## src/rtl/param_serial_transmitter.sv

```systemverilog
// Parameterised serial transmitter: a one-word holding buffer in front of a shift
// register, emitting DATA_WIDTH bits per frame with a mid-bit rising bit clock.
module param_serial_transmitter #(
  parameter int DATA_WIDTH = 8,
  parameter int CLK_DIV    = 4,
  parameter int LSB_FIRST  = 1
) (
  input  logic                  clk,
  input  logic                  rst,
  input  logic                  send,
  input  logic [DATA_WIDTH-1:0] in_data,
  output logic                  ready,
  output logic                  transmission,
  output logic                  transmission_clock,
  output logic                  out_data,
  output logic                  frame_done
);

  localparam int DIV_W = $clog2(CLK_DIV);
  localparam int BIT_W = $clog2(DATA_WIDTH);
  localparam logic [DIV_W-1:0] DIV_LAST = DIV_W'(CLK_DIV - 1);
  localparam logic [DIV_W-1:0] DIV_HALF = DIV_W'(CLK_DIV / 2);
  localparam logic [BIT_W-1:0] BIT_LAST = BIT_W'(DATA_WIDTH - 1);

  typedef enum logic {IDLE = 1'b0, SHIFT = 1'b1} state_e;

  state_e                  state_q, state_d;
  logic [DATA_WIDTH-1:0]   shift_q, shift_d;
  logic [DATA_WIDTH-1:0]   hold_q, hold_d;
  logic                    hold_valid_q, hold_valid_d;
  logic [BIT_W-1:0]        bit_q, bit_d;
  logic [DIV_W-1:0]        div_q, div_d;
  logic                    transmission_q, tclk_q, out_q, done_q;
  logic                    xfer_s, last_s, sel_bit_s;

  assign ready              = !hold_valid_q;
  assign transmission       = transmission_q;
  assign transmission_clock = tclk_q;
  assign out_data           = out_q;
  assign frame_done         = done_q;

  // Next-state logic: frame sequencing, buffer refill and bit shifting.
  always_comb begin
    xfer_s       = send && !hold_valid_q;
    last_s       = (bit_q == BIT_LAST) && (div_q == DIV_LAST);
    state_d      = state_q;
    shift_d      = shift_q;
    hold_d       = hold_q;
    hold_valid_d = hold_valid_q;
    bit_d        = bit_q;
    div_d        = div_q;
    case (state_q)
      IDLE: begin
        if (xfer_s) begin
          state_d = SHIFT;
          shift_d = in_data;
          bit_d   = '0;
          div_d   = '0;
        end else begin
          state_d = IDLE;
        end
      end
      SHIFT: begin
        if (last_s) begin
          bit_d = '0;
          div_d = '0;
          // A pending word always wins; ready is low then, so no direct load can collide.
          if (hold_valid_q) begin
            shift_d      = hold_q;
            hold_valid_d = 1'b0;
          end else if (xfer_s) begin
            shift_d = in_data;
          end else begin
            state_d = IDLE;
          end
        end else begin
          if (div_q == DIV_LAST) begin
            div_d = '0;
            bit_d = bit_q + BIT_W'(1);
            if (LSB_FIRST != 0) begin
              shift_d = {1'b0, shift_q[DATA_WIDTH-1:1]};
            end else begin
              shift_d = {shift_q[DATA_WIDTH-2:0], 1'b0};
            end
          end else begin
            div_d = div_q + DIV_W'(1);
          end
          if (xfer_s) begin
            hold_d       = in_data;
            hold_valid_d = 1'b1;
          end else begin
            hold_valid_d = hold_valid_q;
          end
        end
      end
      default: begin
        state_d      = IDLE;
        hold_valid_d = 1'b0;
        bit_d        = '0;
        div_d        = '0;
      end
    endcase
    sel_bit_s = (LSB_FIRST != 0) ? shift_d[0] : shift_d[DATA_WIDTH-1];
  end

  // State registers; line outputs are registered from the next-state values.
  always_ff @(posedge clk) begin
    if (rst) begin
      state_q        <= IDLE;
      shift_q        <= '0;
      hold_q         <= '0;
      hold_valid_q   <= 1'b0;
      bit_q          <= '0;
      div_q          <= '0;
      transmission_q <= 1'b0;
      tclk_q         <= 1'b0;
      out_q          <= 1'b0;
      done_q         <= 1'b0;
    end else begin
      state_q        <= state_d;
      shift_q        <= shift_d;
      hold_q         <= hold_d;
      hold_valid_q   <= hold_valid_d;
      bit_q          <= bit_d;
      div_q          <= div_d;
      transmission_q <= (state_d == SHIFT);
      tclk_q         <= (state_d == SHIFT) && (div_d >= DIV_HALF);
      out_q          <= (state_d == SHIFT) && sel_bit_s;
      done_q         <= (state_d == SHIFT) && (bit_d == BIT_LAST) && (div_d == DIV_LAST);
    end
  end

endmodule

```

## config.mk

```make
export PLATFORM = sky130hd
export DESIGN_NAME = param_serial_transmitter
export DESIGN_NICKNAME = d
export VERILOG_FILES = /design/src/rtl/param_serial_transmitter.sv
export SDC_FILE = /design/constraint.sdc
export NUM_CORES = 1
export LEC_CHECK = 0
export CORE_MARGIN = 2
export CORE_UTILIZATION = 26
export DETAILED_ROUTE_END_ITERATION = 8
export PLACE_DENSITY_LB_ADDON = 0.25
export SYNTH_ARGS = -nofsm -noshare
export SYNTH_HDL_FRONTEND = slang
export SYNTH_SLANG_ARGS = --single-unit
```

## constraint.sdc

```tcl
create_clock -name clk -period 3.05 [get_ports clk]
set_input_delay 0.61 -clock clk [delete_from_list [all_inputs] [get_ports clk]]
set_output_delay 0.61 -clock clk [all_outputs]
set_load 0.01 [all_outputs]
```

==> out/results.ini <==
[run_status]
status=finished clean

[clock_network]
cts_setup_buffers=0
clkSinkCount=26
worst_skew_pair.late_latency_ns=0.27
cts_tree=built
clock-root-buffer=sky130_fd_sc_hd__clkbuf_8
clk_pin_slew_ns=0.09
cts_htree_levels=1
count_of_hold_fix_buffers_inserted_at_cts=0
cts-buffers-inserted=3
cts_max_path_buffers=2
number_of_gates_given_a_new_drive_strength_after_cts=0

[synth]
ys_seq_area_share_pct=43.06
synthXorXnorAreaFrac_pct=0.7246
synth_edf_count=0
ys_dominant_reg_cell=sky130_fd_sc_hd__dfxtp_1
synth.yosys.warnings=0
synthSimpleGateAreaFrac_pct=18.32
share_of_synthesized_area_spent_on_multiplexers_pct=9.110
fraction_of_registers_with_async_set_reset_pct=0
syn-instance-count=125
complex_gate_fraction_of_the_synthesized_area_pct=20.81
yosysUniqueCellTypes=34
postSynthNetCount=140
synth_fa_ha_area_share_pct=4.141
syn-mean-instance-area_um2=9.669
syn_area_um2=1209
flip_flop_and_latch_count_after_synthesis=26
dominant_combinational_cell_family_by_area_after_synthesis=compound AO/OA/AOI/OAI gates

[final_layout]
mostFrequentLayoutCells=sky130_fd_sc_hd__dfxtp_1, sky130_fd_sc_hd__clkdlybuf4s50_1, sky130_fd_sc_hd__nor2_1
number_of_diodes=0
synthToLayoutAreaGrowth_pct=21.33
finish.instance_area_um2=1466
finalNetCount=156
number_of_fillers_in_the_final_layout=458
layout.cells.most_common=sky130_fd_sc_hd__dfxtp_1
share_of_final_layout_standard_cells_stronger_than_drive_strength_1_pct=9.286

[sta]
final.period_utilization_pct=66.62
final.min_clock_period_ns=2.032
final.setup_skew_ns=0.002251
relSlewSlack_pct=64.00
timing.setup.tns_ns=0
postLayoutSetupSlackWorst_ns=1.018
worst_margin_pin_slew_ns=0.5356
setup_viol_count_final=0
drv_slew=0
max_frequency_mhz=492.2
grt_setup_unrepaired=no
hold_viol_final=0

[worst_setup_path]
critical-path-top-cell-by-count=sky130_fd_sc_hd__ha_1
timing_worst_setup_path_type=register to register
critical_path.endpoint_type=register
setup.worst_path.start_class=register
timing.critical_path.cells=ha_1 > ha_1 > nand2_1 > nor4_2 > a22o_1 > a221o_1
cpMaxStageDelayCell=sky130_fd_sc_hd__nor4_2
ff2ff_path_depth=6
timing.critical_path.required_ns=3.27
worst-path-max-fanout=9
arrival_worst_endpoint_ns=2.25
crit_path_max_incr_delay_ns=0.53

[grt]
global_route.usage.total_pct=11.36
vias_in_the_first_global_route=970
antenna_found_initial=0
globalRoute.totalOverflow=0
grt_first_pass_wirelength_mm=4.657
grt_max_degree=18

[placed_design]
gp_congestion=0.6860
detailedPlace.worstSlack_ns=0.7819
post_dp_cell_area_um2=1411
place.detailed.hpwl_mm=2.018
numPortBuffers=15

[run]
timing.max_cap.violations=0

[detailed_routing]
drt-initial-drc-count=38
detail_route.vias_per_cell=5.104
remaining_drc_errors=0
postRouteAntennaNets=0
routed-via-count=980
dr.pass1.iters=4
detail_route.wl_per_cell_um=14.18
final_wl_mm=2.723

[min_path]
hold_class=register to register
whs_path_depth=1

[power_and_ir_drop]
power.clock.fraction_pct=32.6
power.combinational.fraction_pct=13.7
seqPwrFrac_pct=53.7
internal_power_uw=518.1
netSwitchingFraction_pct=24.23
leakage_nw=0.5843
p_switching_uw=165.7
max_rail_drop_vdd_uv=257.5
p_per_area_nw_per_um2=466.3

[floorplanning]
rows=24
core_area_um2=4414
fp.dieArea_um2=5210
die_h_um=72.18
ioPinCount=16
die_width_um=72.18
start_util_pct=27.38

## worst max-delay path, delay by kind of cell (launching register included)
kind	cells	cell delay (ns)
compound gates	2	0.31
fa+ha+maj	2	0.51
simple gates	2	0.78
flops	1	0.38
## through the flow
stage	utilization, %	std cells	total power [mW]	hold slack, ns
floorplan	-	125	0.4290	0.4553
global placement	31.97	188	0.4665	0.4700
detailed placement	31.97	188	0.4690	0.4728
CTS	33.22	192	0.6928	0.5007
global route	33.22	192	0.7197	0.5219
finish	33.22	192	0.6838	0.4927
## worst paths after layout
path | startpoint | to | slack, ns
max | bit_q[0]$_SDFF_PP0_ | shift_q[4]$_SDFFE_PP0P_ | 1.02
min | shift_q[1]$_SDFFE_PP0P_ | shift_q[1]$_SDFFE_PP0P_ | 0.49
max reg2reg | bit_q[0]$_SDFF_PP0_ | shift_q[4]$_SDFFE_PP0P_ | 1.02
min reg2reg | shift_q[1]$_SDFFE_PP0P_ | shift_q[1]$_SDFFE_PP0P_ | 0.49
## cells by family after synthesis
| group | count (synthesis) |
|---|---|
| flip-flops | 26 |
| multiplexers | 11 |
| AND/OR/NAND/NOR | 42 |
| adder cells (fa/ha/maj) | 4 |
| XOR/XNOR | 1 |
| AO/OA/AOI/OAI | 31 |
| buffers and inverters | 10 |
## layout make-up
cell class | count | area (um2) | share of cell area, %
Timing Repair Buffer | 18 | 172.7 | 11.77
Multi-Input combinational cell | 89 | 641.9 | 43.77
Clock buffer | 4 | 55.05 | 3.754
Sequential cell | 26 | 520.5 | 35.49
Tap cell | 52 | 65.06 | 4.437
Inverter | 3 | 11.26 | 0.7679
## power groups by stage
stage	combinational [mW]	clock, mW	sequential (mW)
floorplan	0.0561	0	0.373
global placement	0.0924	0	0.374
detailed placement	0.0943	0	0.375
CTS	0.0947	0.231	0.367
global route	0.104	0.247	0.369
finish	0.0938	0.223	0.367
## Yosys cell counts (2+ instances only)
master / instances / area [um2]
sky130_fd_sc_hd__nand2_1: 10 / 37.54
sky130_fd_sc_hd__a22o_1: 5 / 43.79
sky130_fd_sc_hd__ha_1: 4 / 50.05
sky130_fd_sc_hd__buf_2: 3 / 15.01
sky130_fd_sc_hd__mux2i_1: 11 / 110.1
sky130_fd_sc_hd__nand3b_1: 2 / 15.01
sky130_fd_sc_hd__nor2_1: 14 / 52.55
sky130_fd_sc_hd__nand4b_1: 3 / 26.28
sky130_fd_sc_hd__dfxtp_1: 26 / 520.5
sky130_fd_sc_hd__nand3_1: 6 / 30.03
sky130_fd_sc_hd__o21ai_0: 2 / 10.01
sky130_fd_sc_hd__a311oi_1: 2 / 17.52
sky130_fd_sc_hd__inv_1: 2 / 7.510
sky130_fd_sc_hd__clkbuf_1: 2 / 7.510
sky130_fd_sc_hd__a221o_1: 6 / 60.06
sky130_fd_sc_hd__a21oi_1: 9 / 45.04
## routing by layer
metal / track usage [%] / vias to the layer above / part of all wire, %
met1: 15.09 / 464 / 48
met5: 0 / - / 0
met4: 2.516 / 0 / 0.59
met3: 3.056 / 2 / 3.6
li1: - / 496 / -
met2: 18.45 / 18 / 48
## flip-flops by register name, summed over array words and instances, names as in the netlist
name                cells
bit_q                   3
div_q                   2
frame_done              1
hold_q                  8
hold_valid_q            1
out_data                1
shift_q                 8
transmission            1
transmission_clock      1
Note: power is estimated with default switching activity, not from simulation.
